===== src/rtl/imem_pkg.sv =====
// Shared types and defaults for the instruction-fetch slice: fetch FSM states,
// queue entry layout and the PC wrap helper.
package imem_pkg;

  localparam int ADDR_W = 8;
  localparam int unsigned MEM_DEPTH_DEF = 64;
  localparam logic [ADDR_W-1:0] RESET_PC_DEF = 8'h00;
  localparam logic [7:0] HALT_OPCODE_DEF = 8'hFF;

  typedef enum logic [1:0] {
    ST_IDLE   = 2'd0,
    ST_RUN    = 2'd1,
    ST_HALTED = 2'd2
  } fetch_state_e;

  typedef struct packed {
    logic [ADDR_W-1:0] pc;
    logic [7:0]        data;
  } fetch_entry_t;

  // Only the implemented memory words are addressable, so every PC update wraps.
  function automatic logic [ADDR_W-1:0] pc_mod(input logic [ADDR_W-1:0] a,
                                               input int unsigned depth);
    int unsigned r;
    r = 32'(a) % depth;
    return ADDR_W'(r);
  endfunction

endpackage


===== src/rtl/imem_fetch_ctrl_fetch_queue2.sv =====
// fetch_queue2: two-entry {pc, byte} FIFO between the memory return path and
// decode. Flush wins over push/pop; storage resets to zero so the head never reads X.
module fetch_queue2
  import imem_pkg::*;
(
  input  logic         clk,
  input  logic         rst_n,
  input  logic         push_i,
  input  fetch_entry_t push_entry_i,
  input  logic         pop_i,
  input  logic         flush_i,
  output fetch_entry_t head_o,
  output logic [1:0]   count_o
);

  fetch_entry_t mem_q [2];
  logic         rd_ptr_q;
  logic         wr_ptr_q;
  logic [1:0]   count_q;

  always_ff @(posedge clk or negedge rst_n) begin
    if (!rst_n) begin
      mem_q[0] <= '0;
      mem_q[1] <= '0;
      rd_ptr_q <= 1'b0;
      wr_ptr_q <= 1'b0;
      count_q  <= 2'd0;
    end else if (flush_i) begin
      rd_ptr_q <= 1'b0;
      wr_ptr_q <= 1'b0;
      count_q  <= 2'd0;
    end else begin
      if (push_i) begin
        mem_q[wr_ptr_q] <= push_entry_i;
        wr_ptr_q        <= ~wr_ptr_q;
      end
      if (pop_i) begin
        rd_ptr_q <= ~rd_ptr_q;
      end
      case ({push_i, pop_i})
        2'b10:   count_q <= count_q + 2'd1;
        2'b01:   count_q <= count_q - 2'd1;
        default: count_q <= count_q;
      endcase
    end
  end

  assign head_o  = mem_q[rd_ptr_q];
  assign count_o = count_q;

endmodule


===== src/rtl/imem_fetch_ctrl.sv =====
// imem_fetch_ctrl: PC, in-flight read tracking and IDLE/RUN/HALTED FSM in front of
// a 1-cycle synchronous instruction memory. FETCH_PERF_EN adds fetch/stall counters.
//
// Handshake: an instruction transfers on a rising edge where instr_valid and
// instr_ready are both high; instr/instr_pc are stable while instr_valid is high
// and instr_ready is low.
module imem_fetch_ctrl
  import imem_pkg::*;
#(
  parameter int unsigned       MEM_DEPTH   = MEM_DEPTH_DEF,
  parameter logic [ADDR_W-1:0] RESET_PC    = RESET_PC_DEF,
  parameter logic [7:0]        HALT_OPCODE = HALT_OPCODE_DEF
) (
  input  logic              clk,
  input  logic              rst_n,
  input  logic              start,
  input  logic              redirect_valid,
  input  logic [ADDR_W-1:0] redirect_pc,
  output logic [ADDR_W-1:0] imem_addr,
  input  logic [7:0]        imem_data,
  output logic [7:0]        instr,
  output logic [ADDR_W-1:0] instr_pc,
  output logic              instr_valid,
  input  logic              instr_ready,
  output logic              busy,
  output logic              halted,
  output fetch_state_e      dbg_state_o
`ifdef FETCH_PERF_EN
  ,
  output logic [15:0]       perf_fetched,
  output logic [15:0]       perf_stall
`endif
);

  fetch_state_e      state_q, state_d;
  logic [ADDR_W-1:0] pc_q;
  logic [ADDR_W-1:0] pend_pc_q;
  logic              pending_q;
  logic              busy_q, halted_q;

  logic              pop, push, halt_push, issue;
  logic [1:0]        q_count;
  fetch_entry_t      q_head;
  fetch_entry_t      q_in;

  always_comb begin
    pop       = (q_count != 2'd0) && instr_ready;
    push      = pending_q && !redirect_valid;
    halt_push = push && (imem_data == HALT_OPCODE);
    // Queue slots already spoken for (stored + in flight) must stay <= 2; a pop this
    // edge frees one. Nothing issues on the edge the halt byte lands.
    issue     = (state_q == ST_RUN) && !redirect_valid && !halt_push &&
                ((({1'b0, q_count} + {2'b00, pending_q}) < 3'd2) || pop);
    q_in.pc   = pend_pc_q;
    q_in.data = imem_data;
  end

  always_comb begin
    state_d = state_q;
    if (redirect_valid) begin
      state_d = ST_RUN;
    end else begin
      case (state_q)
        ST_IDLE:   if (start)     state_d = ST_RUN;
        ST_RUN:    if (halt_push) state_d = ST_HALTED;
        ST_HALTED: if (start)     state_d = ST_RUN;
        default:   state_d = ST_IDLE;
      endcase
    end
  end

  always_ff @(posedge clk or negedge rst_n) begin
    if (!rst_n) begin
      state_q   <= ST_IDLE;
      pc_q      <= RESET_PC;
      pend_pc_q <= '0;
      pending_q <= 1'b0;
      busy_q    <= 1'b0;
      halted_q  <= 1'b0;
    end else begin
      state_q  <= state_d;
      busy_q   <= (state_d == ST_RUN);
      halted_q <= (state_d == ST_HALTED);
      if (redirect_valid) begin
        pc_q      <= pc_mod(redirect_pc, MEM_DEPTH);
        pending_q <= 1'b0;
      end else begin
        pending_q <= issue;
        if (issue) begin
          pend_pc_q <= pc_q;
          pc_q      <= pc_mod(pc_q + ADDR_W'(1), MEM_DEPTH);
        end
      end
    end
  end

  fetch_queue2 u_queue (
    .clk          (clk),
    .rst_n        (rst_n),
    .push_i       (push),
    .push_entry_i (q_in),
    .pop_i        (pop),
    .flush_i      (redirect_valid),
    .head_o       (q_head),
    .count_o      (q_count)
  );

  assign imem_addr   = pc_q;
  assign instr       = q_head.data;
  assign instr_pc    = q_head.pc;
  assign instr_valid = (q_count != 2'd0);
  assign busy        = busy_q;
  assign halted      = halted_q;
  assign dbg_state_o = state_q;

`ifdef FETCH_PERF_EN
  logic [15:0] fetched_q, stall_q;

  always_ff @(posedge clk or negedge rst_n) begin
    if (!rst_n) begin
      fetched_q <= '0;
      stall_q   <= '0;
    end else if (redirect_valid) begin
      fetched_q <= '0;
      stall_q   <= '0;
    end else begin
      if (push && (fetched_q != 16'hFFFF)) fetched_q <= fetched_q + 16'd1;
      if (instr_valid && !instr_ready && (stall_q != 16'hFFFF)) stall_q <= stall_q + 16'd1;
    end
  end

  assign perf_fetched = fetched_q;
  assign perf_stall   = stall_q;
`endif

endmodule


===== config.mk =====
export PLATFORM = sky130hd
export DESIGN_NAME = imem_fetch_ctrl
export DESIGN_NICKNAME = d
export VERILOG_FILES = /design/src/rtl/imem_pkg.sv /design/src/rtl/imem_fetch_ctrl_fetch_queue2.sv /design/src/rtl/imem_fetch_ctrl.sv
export SDC_FILE = /design/constraint.sdc
export NUM_CORES = 1
export LEC_CHECK = 0
export ABC_CLOCK_PERIOD_IN_PS = 1500
export CELL_PAD_IN_SITES_DETAIL_PLACEMENT = 1
export CELL_PAD_IN_SITES_GLOBAL_PLACEMENT = 1
export CORE_UTILIZATION = 36
export CTS_CLUSTER_SIZE = 30
export DETAILED_ROUTE_END_ITERATION = 8
export MAX_ROUTING_LAYER = met4
export PLACE_DENSITY_LB_ADDON = 0.25
export SKIP_CTS_REPAIR_TIMING = 1
export SLEW_MARGIN = 25
export SYNTH_ARGS = -nofsm -noshare
export SYNTH_HDL_FRONTEND = slang
export SYNTH_SLANG_ARGS = --single-unit

===== constraint.sdc =====
create_clock -name clk -period 1.5 [get_ports clk]
set_input_delay 0.375 -clock clk [delete_from_list [all_inputs] [get_ports clk]]
set_output_delay 0.375 -clock clk [all_outputs]
set_load 0.01 [all_outputs]

# After elaboration in Yosys (flattened, before gate mapping)
# Index checks and enable logic that the tools add are counted.
# totals
ff_bits	57
in_bits	21
out_inout_bits	29
elab_cells	71
# op_classes
add_sub_neg	4
magnitude_cmp	4
eq_ne	7
n_mux	19
n_bitwise	5
reduce_logical	19
# ops
operator	count
two-way mux 16 bit	4
bitwise mux 32 bit	1
demux 16 bit (select 1 bit)	1
two-way mux 8 bit	2
equality test 8 bit (second input constant)	1
two-way mux 2 bit	4
case mux 2 bit (2 select lines)	2
nonzero test 2 bit	4
logical AND 1 bit	7
adder 6 x 1 -> 6 bit (second input constant)	1
equality test 2 x 1 -> 1 bit (second input constant)	3
equality test 2 bit (second input constant)	3
two-way mux 1 bit	5
>= comparator 2 bit (second input constant)	2
NOT 1 -> 2 bit	2
AND reduction 2 bit	2
adder 2 x 1 -> 3 bit	1
less-than comparator 3 x 2 -> 1 bit (second input constant)	1
NOT 1 bit	3
nonzero test 3 bit	1
adder 2 x 1 -> 2 bit (second input constant)	1
logical NOT 1 bit	2
logical NOT 2 bit	1
less-than comparator 2 x 1 -> 1 bit (second input constant)	1
other kinds (3)	3

# Depth between registers and ports, before layout
# Gate-level depths: netlist of run 1.
# depth
ltp_word	8
depth_mapped	6
mapped_depth_nobuf	4

# Hierarchy
# From an unflattened synthesis of run 1, not the netlist that was laid out.
# hier_totals
cells_unflattened	182
area_unflattened_um2	2509.9
# modules_own_cells
mod	n_inst	cells_each	area_per_inst_um2	seq_area_each_um2
fetch_queue2	1	104	1650.3	900.9
imem_fetch_ctrl	1	78	859.6	425.4

# Worst setup path after synthesis of run 1
# Ideal clock, no wire load.
# synth_timing
path_kind	reg2reg
startpoint	register state_q[1], in the netlist dbg_state_o[1]
endpoint	register pend_pc_q[0]
setup_ps	125
t_arrival_ps	1426
required_ps	1375
path_slack_ps	-50
path_stages_with_launch	5
n_path_buf	0
synth_period_minus_slack_ps	1550
cell_sequence	dfrtp_1 > and2b_1 > o21ai_2 > nor3_4 > mux2_2
# synth_via
elab_chain_cells	5
# synth_lines
element	line	rtl
start: declaration	imem_fetch_ctrl.sv:35	fetch_state_e state_q, state_d;
start signal: assignment	imem_fetch_ctrl.sv:81	state_q <= state_d;
equality test 2 x 1 -> 1 bit	imem_fetch_ctrl.sv:52	issue = (state_q == ST_RUN) && !redirect_valid && !halt_push &&
logical AND 1 bit (3 in series)	imem_fetch_ctrl.sv:52	
AND reduction 2 bit (no source line)	n/a	
end signal: assignment	imem_fetch_ctrl.sv:90	pend_pc_q <= pc_q;
end: declaration	imem_fetch_ctrl.sv:37	logic [ADDR_W-1:0] pend_pc_q;
# No other way between the ends.
# A chain may end at the register's enable or synchronous reset.

# Worst setup path in the final report of run 1
# layout_timing
startpoint	register u_queue.rd_ptr_q
endpoint	output port instr_pc[1]
# layout_via
elab_chain_cells	4
# layout_lines
element	line	rtl
start: declaration	imem_fetch_ctrl_fetch_queue2.sv:17	logic rd_ptr_q;
start signal: assignment	imem_fetch_ctrl_fetch_queue2.sv:38	rd_ptr_q <= ~rd_ptr_q;
NOT 1 -> 2 bit (not written as such)	imem_fetch_ctrl_fetch_queue2.sv:48	assign head_o = mem_q[rd_ptr_q];
two-way mux 16 bit (not written as such) (3 in series)	imem_fetch_ctrl_fetch_queue2.sv:48	
end: declaration	imem_fetch_ctrl.sv:22	output logic [ADDR_W-1:0] instr_pc,
# No other way between the ends. The select of a mux whose other input is x is not followed.

==> results of run 1 <==
==> layer usage <==
metal  part of all wire (%)  vias to the layer above  global-route usage (%)
met5                      0                        -                       -
met4                   0.85                        0                   5.179
met3                    4.7                        6                   3.596
met2                     53                       52                   32.17
met1                     42                      907                   21.37
li1                       -                      774                       -
==> state kept, by name, summed over array words and instances (netlist names) <==
register	count
u_queue.rd_ptr_q	1
busy	1
u_queue.count_o	2
pend_pc_q	6
halted	1
dbg_state_o	2
imem_addr	6
pending_q	1
u_queue.mem_q	28
u_queue.wr_ptr_q	1
==> area by class of cell <==
| type | count | area, sq um | area share (%) |
|---|---|---|---|
| tap | 75 | 93.84 | 2.793 |
| clock buffer | 7 | 86.33 | 2.570 |
| inverter | 3 | 11.26 | 0.3352 |
| timing repair buffer | 83 | 847.1 | 25.21 |
| multi-input combinational | 111 | 1090 | 32.44 |
| sequential | 49 | 1231 | 36.65 |
==> power breakdown <==
group / switching [mW] / internal [mW] / total [mW]
registers: 0.214 / 1.66 / 1.87
clock network: 0.400 / 0.366 / 0.767
logic: 0.511 / 0.831 / 1.34
total: 1.13 / 2.86 / 3.98
==> per-stage QoR <==
stage / power [mW] / util [%]
global placement: 3.001 / 49.52
detailed placement: 3.090 / 49.52
floorplan: 2.468 / -
global route: 4.232 / 56.08
CTS: 3.865 / 50.96
finish: 3.984 / 56.08
==> cell families after synthesis <==
kind of cell,after synthesis,synth area share (%)
buf+inv,15,3.918
other cells,1,0.1654
compound gates,20,6.512
fa+ha+maj,1,0.5518
xor+xnor,3,1.159
flops,49,54.08
mux,48,23.84
simple gates,35,9.769
==> placed cells by master (no fill, tap or decap), types with 4 or more instances in the layout <==
cell type,n
sky130_fd_sc_hd__dfrtp_1,45
sky130_fd_sc_hd__mux2_2,36
sky130_fd_sc_hd__buf_4,28
sky130_fd_sc_hd__dlymetal6s2s_1,20
sky130_fd_sc_hd__buf_6,13
sky130_fd_sc_hd__mux2_4,12
sky130_fd_sc_hd__nor2_1,10
sky130_fd_sc_hd__clkbuf_2,8
sky130_fd_sc_hd__clkdlybuf4s50_1,7
sky130_fd_sc_hd__clkbuf_8,6
sky130_fd_sc_hd__o31ai_1,5
sky130_fd_sc_hd__buf_12,5
sky130_fd_sc_hd__nand4_1,4
sky130_fd_sc_hd__conb_1,4
sky130_fd_sc_hd__dfrtp_2,4
==> path summary, 6_finish.rpt <==
kind	from	end	slack, ns	depth (start not counted)
hold / removal	rst_n	u_queue.mem_q[2]$_DFFE_PN0P_	0.01	1
hold reg to reg	u_queue.mem_q[13]$_DFFE_PN0P_	u_queue.mem_q[13]$_DFFE_PN0P_	0.51	1
max in group asynchronous	rst_n	pending_q$_DFF_PN0_	0.96	2
setup / recovery	u_queue.rd_ptr_q$_DFFE_PN0P_	instr_pc[1]	-0.23	3
min in group clk	imem_data[5]	u_queue.mem_q[21]$_DFFE_PN0P_	0.46	3
setup reg to reg	pending_q$_DFF_PN0_	imem_addr[1]$_DFFE_PN0P_	-0.22	6
==> summary.md, run 1 <==
| Metric | Value |
|---|---|
| Result of the run | `complete, but fails checks` |
| Failing checks | `setup timing` |
| Max-slew violation count | `0` |
| Data arrival, critical path | `1.36 ns` |
| DR WL/cell | `between 15 and 20 um` |
| Vias/cell | `around 5.3` |
| Number of instances in the placed design | `307` |
| Smallest hold slack | `0.01044 ns` |
| Asr flop ratio synth | `100.0%` |
| Maximum cell stage delay along the critical path | `0.45 ns` |
| Critical Setup Path Class | `register to primary output` |
| Post-synthesis cell type with the largest combined area | `sky130_fd_sc_hd__dfrtp_1` |
| Maxcap violations | `0` |
| FMAX | `between 500 and 600 MHz` |
| Maximum number of pins on one net before global-route repair | `34` |
| Number of antenna violations at the first check in global routing | `0` |
| Gr ovfl total | `0` |
| Buffering stage count on the worst path with inverters included | `2` |
| Critical Path Sink Type | `primary output` |
| Share of final-layout standard cells stronger than drive strength 1 | `50.99%` |
| Synthesized instance count | `between 150 and 200` |
| Clock edge transition at the registers on the reported setup and hold paths | `approximately 0.080 ns` |
| Area growth from synthesis to final layout | `48.18%` |
| Gr usage total | `18.43%` |
| Total standard cell area after synthesis | `between 2000 and 2500 sq um` |
| Starting Density | `37.84%` |
| Worst setup slack after layout | `-0.2318 ns` |
| CTS tree | `built` |
| Type of the worst min-delay path | `input port to async pin` |
| Final clock period utilization by the worst path | `115.5%` |
| Final Hold Viols | `0` |
| 1st-iter DRT viols | `47` |
| Detailed Route WL | `around 6.2 mm` |
| Prevailing post-synth register cell | `sky130_fd_sc_hd__dfrtp_1` |
| Cells taking the most area after synthesis | `sky130_fd_sc_hd__dfrtp_1 54%, sky130_fd_sc_hd__mux2_2 24%, sky130_fd_sc_hd__buf_4 2.0%` |
| Critical path startpoint category | `register` |
| Cell row count | `28` |
| Number of iterations in the first detailed-routing pass | `5` |
| Y dimension of the die | `81.36 um` |
| Clock period minus worst slack | `1.732 ns` |
| # nets final | `275` |
| Cell area after placement | `2967 sq um` |
| CTS root buffer | `sky130_fd_sc_hd__clkbuf_8` |
| VDD IR max | `between 0.5 and 0.6 mV` |
| Top cells by instance count after synthesis | `49 x sky130_fd_sc_hd__dfrtp_1, 48 x sky130_fd_sc_hd__mux2_2, 11 x sky130_fd_sc_hd__nor2_1` |
| Clock Latency Late Sink | `0.29 ns` |
| RSZ-0062 raised after global routing | `yes` |
| Count of different cell masters after synthesis | `32` |
| Setup Viol. Count Final | `26` |
| Full die area | `6619 sq um` |
| Cell with the largest stage delay on the worst path | `sky130_fd_sc_hd__dfrtp_2` |
| Required time at the worst-slack endpoint | `1.12 ns` |
| First-pass GRT wire length | `8.866 mm` |
| Io pins | `50` |
| Portion of the post-synthesis area used by sequential elements | `54.08%` |
| Maximum fanout along the worst path | `7` |
| Final design area excluding fillers | `3359 sq um` |
| LEAKAGE | `1.646 nW` |
| Ordered list of cells on the worst path | `clkbuf_16 -> mux2_4 -> buf_6` |
| Number of warnings reported in the yosys synthesis log | `0` |
| Via count of the first global-routing pass | `1789` |
| Top-count cell post-synth | `sky130_fd_sc_hd__dfrtp_1` |
| Total clock buffers created by CTS | `5` |
| Total of flip-flops plus latches after synthesis | `between 40 and 50` |
| Deepest level of the CTS H-tree | `2` |
| Residual antenna-violating net count after detailed routing | `0` |
| Sum of negative setup slack | `-4.247 ns` |
| Total half-perimeter wirelength after legalization and detailed placement | `between 3 and 4 mm` |
| Yosys top cell area share | `54.08%` |
| Worst setup slack after placement | `-0.5398 ns` |
| Final instance count without filler cells | `328` |
| Count of flip-flops with a built-in enable after synthesis | `0` |
| Number of filler instances in the final layout | `593` |
| Antenna fix cells | `0` |
| Cell family with the largest share of critical-path delay | `flip-flops` |
| Port Buffers | `43` |
| Core region area | `~6000 sq um` |
| Via count | `1739` |
| Remaining routing DRC violations | `0` |
| Avg Synthesized Cell Area | `13.18 sq um` |
| Die width | `81.36 um` |
| Maximum clock skew at final layout | `0.004432 ns` |
| Clock sink total | `49` |
| Gpl congestion | `0.8509` |
| Max Buffers Root-to-Sink | `2` |
| PwrDens | `1186 nW/um^2` |
No activity file was read; power rests on OpenSTA's default activity.
==> run 2: changes to the inputs <==
CELL_PAD_IN_SITES_DETAIL_PLACEMENT = 0   (was 1)
PLACE_DENSITY_LB_ADDON = 0.1   (was 0.25)
==> summary.md, run 2 (synthesis results as in run 1) <==
| Metric | Value |
|---|---|
| Die width | `81.36 um` |
| First-pass GRT wire length | `7.583 mm` |
| Final clock period utilization by the worst path | `123.1%` |
| Cell family with the largest share of critical-path delay | `flip-flops` |
| Data arrival, critical path | `1.47 ns` |
| Commonest cells after routing, fill and taps aside | `43 x sky130_fd_sc_hd__dfrtp_1, 39 x sky130_fd_sc_hd__mux2_2, 28 x sky130_fd_sc_hd__buf_4, 20 x sky130_fd_sc_hd__dlymetal6s2s_1, 12 x sky130_fd_sc_hd__clkbuf_2` |
| Worst setup slack after layout | `-0.3460 ns` |
| Maximum fanout along the worst path | `6` |
| Total clock buffers created by CTS | `5` |
| Result of the run | `complete, but fails checks` |
| Max Buffers Root-to-Sink | `2` |
| Remaining routing DRC violations | `0` |
| Leading cell type in the layout, fill and taps excluded | `sky130_fd_sc_hd__dfrtp_1` |
| Sum of negative setup slack | `-5.123 ns` |
| Clock edge transition at the registers on the reported setup and hold paths | `0.09 ns` |
| Type of the worst min-delay path | `input port to async pin` |
| Maximum cell stage delay along the critical path | `0.47 ns` |
| Residual antenna-violating net count after detailed routing | `0` |
| RSZ-0062 raised after global routing | `yes` |
| Clock Latency Late Sink | `~0.30 ns` |
| PwrDens | `1194 nW/um^2` |
| FMAX | `541.7 MHz` |
| Failing checks | `setup timing` |
| Maxcap violations | `0` |
| Y dimension of the die | `81.36 um` |
| Gpl congestion | `0.8732` |
| Starting Density | `37.84%` |
| Deepest level of the CTS H-tree | `2` |
| Full die area | `6619 sq um` |
| Io pins | `50` |
| Gr ovfl total | `0` |
| Buffering stage count on the worst path with inverters included | `3` |
| CTS root buffer | `sky130_fd_sc_hd__clkbuf_8` |
| Overall power consumption | `4.064 mW` |
| Maximum clock skew at final layout | `approximately 0.008 ns` |
| Critical Setup Path Class | `register to primary output` |
| Core region area | `5991 sq um` |
| Critical Path Sink Type | `primary output` |
| Area used by sequential logic in the layout | `1234 sq um` |
| Flip-flop count of the largest register after layout | `28` |
| Area used by multi-input combinational logic | `about 1100 sq um` |
| Ordered list of cells on the worst path | `buf_12 -> buf_8 -> mux2_4 -> buf_6` |
| Setup Viol. Count Final | `25` |
| Max-slew violation count | `0` |
| Cell with the largest stage delay on the worst path | `sky130_fd_sc_hd__dfrtp_2` |
| Required time at the worst-slack endpoint | `1.12 ns` |
| Area growth from synthesis to final layout | `50.11%` |
| Cell row count | `28` |
| DR WL/cell | `16.05 um` |
| Clock period minus worst slack | `1.846 ns` |
| # nets final | `279` |
| Worst setup slack after placement | `-0.5377 ns` |
| Number of filler instances in the final layout | `~500` |
| Detailed Route WL | `approximately 5.3 mm` |
| Maximum number of pins on one net before global-route repair | `50` |
| 1st-iter DRT viols | `125` |
| Antenna fix cells | `0` |
| Critical path startpoint category | `register` |
| LEAKAGE | `1.670 nW` |
| CTS tree | `built` |
| Port Buffers | `43` |
| Via count of the first global-routing pass | `1552` |
| Number of antenna violations at the first check in global routing | `0` |
| VDD IR max | `0.5006 mV` |
| Share of final-layout standard cells stronger than drive strength 1 | `between 50 and 60%` |
| Via count | `1682` |
| Gr usage total | `16.08%` |
| Clock sink total | `49` |
| Final Hold Viols | `0` |
| Largest reg by FF count | `u_queue.mem_q` |
| Number of iterations in the first detailed-routing pass | `4` |
| Total half-perimeter wirelength after legalization and detailed placement | `3.378 mm` |
| Vias/cell | `5.051` |
-- run 2: cell count changes in the layout (fill, tap and decap cells not counted), moves of 2 or more --
cell	delta
sky130_fd_sc_hd__dfrtp_1	-2
sky130_fd_sc_hd__mux2_4	-3
sky130_fd_sc_hd__clkbuf_2	+4
sky130_fd_sc_hd__nand3_1	-2
sky130_fd_sc_hd__a31oi_4	-2
sky130_fd_sc_hd__buf_6	-2
sky130_fd_sc_hd__dfrtp_2	+2
sky130_fd_sc_hd__a31oi_1	+2
sky130_fd_sc_hd__mux2_2	+3
-- run 2: worst paths after layout --
check	from	to	slack (ns)	cells past startpoint
hold reg to reg	u_queue.mem_q[2]$_DFFE_PN0P_	u_queue.mem_q[2]$_DFFE_PN0P_	0.51	1
setup reg to reg	dbg_state_o[1]$_DFF_PN0_	pend_pc_q[2]$_DFFE_PN0P_	-0.08	6
hold / removal	rst_n	u_queue.mem_q[5]$_DFFE_PN0P_	0.06	2
max in group asynchronous	rst_n	imem_addr[3]$_DFFE_PN0P_	1.20	2
min in group clk	imem_data[5]	u_queue.mem_q[5]$_DFFE_PN0P_	0.38	2
setup / recovery	u_queue.rd_ptr_q$_DFFE_PN0P_	instr_pc[1]	-0.35	4
-- run 2: layout make-up --
| class | instances | share of cell area (%) |
|---|---|---|
| Clock inverter | 2 | 1.103 |
| Multi-Input combinational cell | 111 | 31.14 |
| Inverter | 3 | 0.3309 |
| Tap cell | 75 | 2.757 |
| Timing Repair Buffer | 87 | 25.99 |
| Clock buffer | 6 | 2.426 |
| Sequential cell | 49 | 36.25 |
-- run 2: routing by layer --
layer	routed length (um)	global-route usage, %	vias to the layer above	share of wire [%]
met5	0	-	-	0
met4	36	5.179	0	0.67
met3	269	3.596	4	5.0
met2	2682	25.67	49	50
met1	2354	20.16	841	44
li1	-	-	788	-
-- run 2: worst register-to-register path: stages, from the launching register on --
cell and delay [ns]:
sky130_fd_sc_hd__dfrtp_1 0.38, sky130_fd_sc_hd__and2b_2 0.27, sky130_fd_sc_hd__buf_6 0.12, sky130_fd_sc_hd__o21ai_4 0.06, sky130_fd_sc_hd__nor3_4 0.18, sky130_fd_sc_hd__buf_6 0.16
sky130_fd_sc_hd__mux2_4 0.30
-- run 2: through the flow --
step / instances / hold slack [ns] / utilization (%) / instance area (sq um)
after global routing: 333 / 0.06640 / 56.81 / 3403
after detailed placement: 304 / 0.3881 / 49.35 / 2957
after global placement: 304 / 0.3778 / 49.35 / 2957
after CTS: 312 / 0.05782 / 51.36 / 3077
final: 333 / 0.05582 / 56.81 / 3403
after floorplan: 175 / 0.07941 / - / 2282
-- run 2: report_power, final --
part           switching [mW]  internal [mW]  leakage (nW)
Combinational           0.456          0.779          1.04
Sequential              0.200           1.66         0.573
Clock                   0.426          0.542        0.0574
==> run 3: changes to the inputs <==
REMOVE_ABC_BUFFERS = 1   (was not set)
==> summary.md, run 3 (synthesis results as in run 1) <==
| Metric | Value |
|---|---|
| # nets final | `274` |
| VDD IR max | `0.5263 mV` |
| Area growth from synthesis to final layout | `44.59%` |
| Critical Path Sink Type | `primary output` |
| Data arrival, critical path | `around 1.4 ns` |
| Sum of negative setup slack | `-3.668 ns` |
| Full die area | `6619 sq um` |
| First-pass GRT wire length | `around 7.6 mm` |
| Total half-perimeter wirelength after legalization and detailed placement | `~3.4 mm` |
| DR WL/cell | `15.90 um` |
| Core region area | `5991 sq um` |
| Die width | `81.36 um` |
| Final Hold Viols | `0` |
| Worst-case reg-to-reg path depth | `5` |
| Critical path startpoint category | `register` |
| FMAX | `567.7 MHz` |
| Max Buffers Root-to-Sink | `2` |
| Maximum number of pins on one net before global-route repair | `37` |
| Share of final-layout standard cells stronger than drive strength 1 | `about 50%` |
| Register-to-register setup slack | `-0.08 ns` |
| Maximum fanout along the worst path | `6` |
| Required time at the worst-slack endpoint | `1.12 ns` |
| Vias/cell | `5.049` |
| 1st-iter DRT viols | `76` |
| CTS root buffer | `sky130_fd_sc_hd__clkbuf_8` |
| CTS tree | `built` |
| Clock sink total | `49` |
| Worst setup slack after layout | `-0.2615 ns` |
| Maxcap violations | `0` |
| Destination of the critical timing path | `instr_pc[5]` |
| Remaining routing DRC violations | `0` |
| Min-Delay Path Depth | `2` |
| Clock period minus worst slack | `about 1.8 ns` |
| RSZ-0062 raised after global routing | `yes` |
| Reg-to-reg critical path startpoint | `dbg_state_o[1]$_DFF_PN0_` |
| Wire length on met1 | `around 2.2 mm` |
| Gpl congestion | `~0.83` |
| LEAKAGE | `1.599 nW` |
| Type of the worst min-delay path | `input port to register` |
| Leading cell type in the layout, fill and taps excluded | `sky130_fd_sc_hd__dfrtp_1` |
| Port Buffers | `43` |
| Clock edge transition at the registers on the reported setup and hold paths | `0.08 ns` |
| Number of filler instances in the final layout | `495` |
| Gr ovfl total | `0` |
| Met3 layer wire length in the routed design | `311 um` |
| Via count of the first global-routing pass | `1597` |
| Number of antenna violations at the first check in global routing | `0` |
| Capturing point of the worst reg2reg path | `imem_addr[3]$_DFFE_PN0P_` |
| Max-slew violation count | `0` |
| Flip-flop count of the largest register after layout | `28` |
| Result of the run | `complete, but fails checks` |
| Critical Setup Path Class | `register to primary output` |
| Y dimension of the die | `approximately 80 um` |
| Number of instances in the placed design | `~300` |
| Setup Viol. Count Final | `24` |
| Failing checks | `setup timing` |
| Final design area excluding fillers | `between 3000 and 4000 sq um` |
| Number of iterations in the first detailed-routing pass | `4` |
| Cell row count | `28` |
| Highest metal layer with signal wires | `met4` |
| Via count | `~1.7k` |
| Detailed Route WL | `about 5.2 mm` |
| Commonest cells after routing, fill and taps aside | `42 x sky130_fd_sc_hd__dfrtp_1, 39 x sky130_fd_sc_hd__mux2_2, 26 x sky130_fd_sc_hd__buf_4, 19 x sky130_fd_sc_hd__dlymetal6s2s_1` |
| Largest reg by FF count | `u_queue.mem_q` |
| Met2 WL post-DR | `2.589 mm` |
| Total clock buffers created by CTS | `5` |
| Antenna fix cells | `0` |
| Cell area after placement | `2948 sq um` |
| Io pins | `50` |
| Final instance count without filler cells | `approximately 330` |
| Residual antenna-violating net count after detailed routing | `0` |
| Gr usage total | `16.15%` |
| Deepest level of the CTS H-tree | `2` |
| Clock Latency Late Sink | `~0.3 ns` |
| Worst setup startpoint | `u_queue.rd_ptr_q$_DFFE_PN0P_` |
| Starting Density | `37.84%` |
| Final clock period utilization by the worst path | `117.4%` |
| Maximum clock skew at final layout | `around 0.010 ns` |
| PwrDens | `~1200 nW/um^2` |
[run 3: cell count changes in the layout (fill, tap and decap cells not counted), moves of 2 or more]
cell,previous run,this run
sky130_fd_sc_hd__buf_4,28,26
sky130_fd_sc_hd__buf_6,11,9
sky130_fd_sc_hd__clkbuf_2,12,10
sky130_fd_sc_hd__nand3_1,1,3
sky130_fd_sc_hd__or4_1,2,5
sky130_fd_sc_hd__or4_4,3,0
[run 3: worst min path at each step]
stage,startpoint,endpoint,slack [ns]
after floorplan,rst_n,busy$_DFF_PN0_,0.08
final,imem_data[7],u_queue.mem_q[7]$_DFFE_PN0P_,0.37
after global routing,imem_data[7],u_queue.mem_q[7]$_DFFE_PN0P_,0.38
after CTS,rst_n,imem_addr[3]$_DFFE_PN0P_,-0.03
after detailed placement,rst_n,dbg_state_o[1]$_DFF_PN0_,0.31
after global placement,rst_n,dbg_state_o[1]$_DFF_PN0_,0.29
[run 3: worst max-delay path, cell delays in order (launching register included)]
cell,delay (ns)
sky130_fd_sc_hd__dfrtp_1,0.40
sky130_fd_sc_hd__buf_12,0.14
sky130_fd_sc_hd__buf_8,0.13
sky130_fd_sc_hd__mux2_4,0.30
sky130_fd_sc_hd__buf_6,0.12
[run 3: layout make-up]
type / instances / area [sq um] / share of cell area, %
clock buffers: 6 / 82.58 / 2.519
clock inverters: 1 / 7.507 / 0.2290
inverters: 3 / 11.26 / 0.3435
multi-input cells: 111 / 1018 / 31.07
flip-flops and latches: 49 / 1235 / 37.67
well taps: 75 / 93.84 / 2.863
repair buffers: 82 / 829.5 / 25.31
[run 3: power by group]
| part | total, mW | internal [mW] | switching, mW |
|---|---|---|---|
| clock network | 0.782 | 0.365 | 0.418 |
| logic | 1.21 | 0.762 | 0.444 |
| registers | 1.86 | 1.66 | 0.197 |
| total | 3.85 | 2.79 | 1.06 |
[run 3: per-layer routing]
layer	vias to the layer above	track usage (%)
met5	-	-
met4	0	5.179
met3	8	3.933
met2	49	26.42
met1	822	19.50
li1	772	-
[run 3: stage by stage]
step | power [mW] | worst slack (ns) | util [%] | hold slack (ns)
floorplan | 2.445 | -0.2104 | - | 0.07941
detailed placement | 3.040 | -0.5306 | 49.21 | 0.3076
global route | 4.087 | -0.3120 | 54.72 | 0.3771
global placement | 2.981 | -0.5091 | 49.21 | 0.2949
CTS | 3.829 | -0.5667 | 50.71 | -0.02536
finish | 3.848 | -0.2615 | 54.72 | 0.3713
==> edit 1 (settings of run 2) <==
Add a define of `FETCH_PERF_EN`.
--- a/src/rtl/imem_fetch_ctrl.sv
+++ b/src/rtl/imem_fetch_ctrl.sv
@@ -6,2 +6,4 @@
 // and instr_ready is low.
+`define FETCH_PERF_EN
+
 module imem_fetch_ctrl
Behaviour (old outputs only; new: perf_fetched and perf_stall): unchanged (Yosys induction, for registers that start in step).
==> edit 1 against run 2 <==
The flow still finishes with violations (negative setup slack). Wire length increased by 120%. Global-route usage increased by 3.6 points. Sequential cell count increased by 32. Synthesized area increased by 79%. Setup slack improved by 0.057 ns. Total power increased by 59%. Design area increased by 110%. Maximum frequency increased by 3.2%. Critical path type unchanged. Largest cell class is now multi-input combinational cells.
==> edit 1: results (changes against run 2) <==
| Item | This run | Unit | Change |
|:---|:---|:---|:---|
| Number of placed instances, taps included | 666 | - | +120% |
| Via count of the routed design | 3745 | - | +120% |
| Critical Path Fanout Max | 7 | - | +1 |
| Number of violations reported at the end of detailed-routing iteration 0 | 116 | - | -7.2% |
| Filler-free cell count of the finished design | 711 | - | +110% |
| Source of the worst register-to-register timing path | perf_fetched[0]$_DFFE_PN0P_ | - |  |
| CTS Buf Count | 9 | - | +4 |
| H-tree depth reported by CTS | 3 | - | +1 |
| Worst reg2reg path endpoint | perf_fetched[10]$_DFFE_PN0P_ | - |  |
| Critical-path top delay cell | sky130_fd_sc_hd__dfrtp_1 | - |  |
| Violations in the final reports | negative setup slack | - |  |
| Global placement routability congestion | 0.8421 | - | -3.6% |
| Vias in the first global route | 3647 | - | +130% |
| Worst VDD drop | 0.0006589 | V | +32% |
| Root Buffer Master | sky130_fd_sc_hd__clkbuf_16 | - |  |
| Number of buffer cells added on primary ports | 75 | - | +74% |
| Arr. time, crit path | 1.41 | ns | -0.06 ns |
| Fraction of final layout cells with drive strength greater than 1 | 55.34 | % | +2.2 points |
| Top cell types by occurrence after synthesis | 81 x sky130_fd_sc_hd__dfrtp_1, 54 x sky130_fd_sc_hd__mux2_2, 20 x sky130_fd_sc_hd__a21oi_1 | - |  |
| Reg2reg setup slack | -0.21 | ns | -0.13 ns |
| Total negative slack | -6.647 | ns | -1.523 ns |
| Result of the run | complete, but fails checks | - |  |
| Fraction of the mapped netlist area in compound gates | 10.65 | % | +4.1 points |
| Leakage | 3.634 | nW | +120% |
| First-pass GRT wire length | 17510 | um | +130% |
| Portion of the post-synthesis area used by sequential elements | 49.85 | % | -4.2 points |
| CTS clock-pin slew for the worst setup and hold paths | 0.07 | ns | -0.02 ns |
| Destination of the critical timing path | instr[4] | - |  |
| Placement Setup Slack | -0.5684 | ns | -0.03073 ns |
| Setup Viol. Count Final | 46 | - | +84% |
| Clock latency on the worst-skew pair | 0.33 | ns | +0.03 ns |
| Least setup slack across all paths after layout | -0.2891 | ns | +0.05693 ns |
| Average instance area after synthesis | 10.93 | sq um | -17% |
[edit 1: cell types whose count changed in the layout (fill, tap and decap cells not counted), sizes merged, moves of 12 or more]
| cell | run 2 | this run |
|---|---|---|
| or3 | 0 | 12 |
| dlymetal6s2s | 20 | 49 |
| dfrtp | 49 | 81 |
| buf | 46 | 135 |
| nand3 | 3 | 17 |
| nand2 | 2 | 19 |
| o21ai | 1 | 15 |
| a21oi | 4 | 20 |
[edit 1: per-layer routing]
metal | up-vias | track usage [%] | routed length (um)
met1 | 1882 | 24.28 | 5040
met5 | - | - | 0
met4 | 0 | 7.432 | 156
met2 | 68 | 32.98 | 5940
met3 | 14 | 2.471 | 362
li1 | 1781 | - | -
[edit 1: layout make-up]
class	count	area, sq um
Sequential cell	81	2046
Tap cell	140	175.2
Timing Repair Buffer	202	1998
Inverter	6	22.52
Clock buffer	11	252.7
Clock inverter	5	62.56
Multi-Input combinational cell	266	2440
Fill cell	893	3939
[edit 1: worst register-to-register path: cells and delay by family (launching register included)]
family,cells,cell delay [ns]
adder cells (fa/ha/maj),1,0.15
AND/OR/NAND/NOR,3,0.73
multiplexers,1,0.32
flip-flops,1,0.40
[edit 1: per-stage QoR]
step	area (sq um)	hold WS, ns
3_5_place_dp	5891	0.3124
5_1_grt	6997	0.3679
6_report	6997	0.3576
3_3_place_gp	5891	0.3075
2_1_floorplan	4295	0.07941
4_1_cts	6206	-0.04345
[edit 1: power by group through the flow]
stage / registers, mW / logic (mW) / clock network (mW)
global placement: 2.75 / 1.34 / 0
detailed placement: 2.78 / 1.36 / 0
floorplan: 2.73 / 0.729 / 0
finish: 2.74 / 1.38 / 2.32
global route: 2.78 / 1.50 / 2.45
CTS: 2.74 / 1.37 / 2.35
==> edit 2 (flow settings as in run 2) <==
Without the edit above. Register the output `dbg_state_o` once more; this adds one clock of latency there. The other outputs are not delayed to match.
--- a/src/rtl/imem_fetch_ctrl.sv
+++ b/src/rtl/imem_fetch_ctrl.sv
@@ -113,3 +113,5 @@
   assign halted      = halted_q;
-  assign dbg_state_o = state_q;
+  always_ff @(posedge clk) begin
+    dbg_state_o <= state_q;
+  end
 
Behaviour: not the same (a bounded check fails within 4 cycles, from zero or initial values and one cycle with rst_n low).
==> edit 2 against run 2 <==
The run still ends with negative setup slack left. Highest routed layer unchanged. Combinational power hardly changed. Design area is 2.6% lower. Wire length is 0.94% lower. Die area is 1.7% higher. Non-clock buffer count is 4 lower. Total power is 2.0% lower. Sequential cell count is 2 higher. Largest cell class unchanged. Setup slack better by 0.040 ns. Clock skew is 0.0054 ns lower. Synthesized area is 1.8% higher.
==> edit 2: results (changes against run 2) <==
| Item | This run | Unit | Change |
|:---|:---|:---|:---|
| Setup Viol. Count Final | 17 | - | -32% |
| Area after DPL | 2964 | sq um | +0.25% |
| Switching power | 1.148 | mW | +6.2% |
| Total global-route track usage | 17.09 | % | +1.0 points |
| Critical-path top delay cell | sky130_fd_sc_hd__dfrtp_1 | - |  |
| Fraction of power spent switching nets | 28.84 | % | +2.2 points |
| Source of the worst register-to-register timing path | state_q[1]$_DFF_PN0_ | - |  |
| Fraction of final layout cells with drive strength greater than 1 | 49.61 | % | -3.5 points |
| Worst VDD drop | 0.0004878 | V | -2.6% |
| Clk_skew | 0.002733 | ns | -0.005352 ns |
| Result of the run | complete, but fails checks | - |  |
| Portion of the post-synthesis area used by sequential elements | 54.88 | % | +0.80 points |
| Distinct cell type count after synthesis | 33 | - | +3.1% |
| Least setup slack across all paths after layout | -0.3057 | ns | +0.04033 ns |
| Async set or reset register ratio after synthesis | 96.08 | % | -3.9 points |
| Routed met3 length | 211 | um | -22% |
| Arr. time, crit path | 1.43 | ns | -0.04 ns |
| Total negative slack | -4.095 | ns | +1.028 ns |
| Worst reg2reg path endpoint | imem_addr[3]$_DFFE_PN0P_ | - |  |
| Violations in the final reports | negative setup slack | - |  |
| First-pass GRT wire length | 8190 | um | +8.0% |
| Critical Path Fanout Max | 7 | - | +1 |
| Layout net count | 277 | - | -0.72% |
| Leakage | 1.631 | nW | -2.3% |
| Cell types occupying the most area after synthesis | sky130_fd_sc_hd__dfrtp_1 53%, sky130_fd_sc_hd__mux2_2 23%, sky130_fd_sc_hd__buf_4 2.0%, sky130_fd_sc_hd__o31ai_1 2.0%, sky130_fd_sc_hd__nor2_1 1.8% | - |  |
| Filler-free cell count of the finished design | 331 | - | -0.60% |
| Fillers | 532 | - | +8.8% |
| Average wire per standard cell | 15.99 | um | -0.34% |
| Path depth of the worst reg2reg path | 5 | - | -1 |
| Seq power | 1.91 | mW | +3% |
| Mapped Cells | 174 | - | +1.2% |
[edit 2: cell types whose count changed after synthesis]
cell                      before  now
sky130_fd_sc_hd__dfxtp_1       0    2
[edit 2: area by class of cell]
| cell class | instances | share of cell area, % |
|---|---|---|
| Sequential cell | 51 | 38.41 |
| Multi-Input combinational cell | 111 | 30.93 |
| Clock inverter | 3 | 0.8686 |
| Timing Repair Buffer | 83 | 24.55 |
| Tap cell | 75 | 2.832 |
| Inverter | 3 | 0.3399 |
| Clock buffer | 5 | 2.077 |
[edit 2: logic make-up after synthesis]
kind of cell               share of synthesized area [%]
buffers and inverters                              3.850
AOI/OAI and AO/OA                                  6.399
adders and majority gates                         0.5422
other                                             0.1625
xor gates and xnor gates                           1.139
and+or+nand+nor                                    9.599
DFF                                                54.88
muxes                                              23.43
[edit 2: layer usage]
metal,up-vias,global-route usage (%)
li1,787,-
met1,842,19.21
met2,41,30.50
met3,8,3.000
met4,0,5.614
met5,-,-
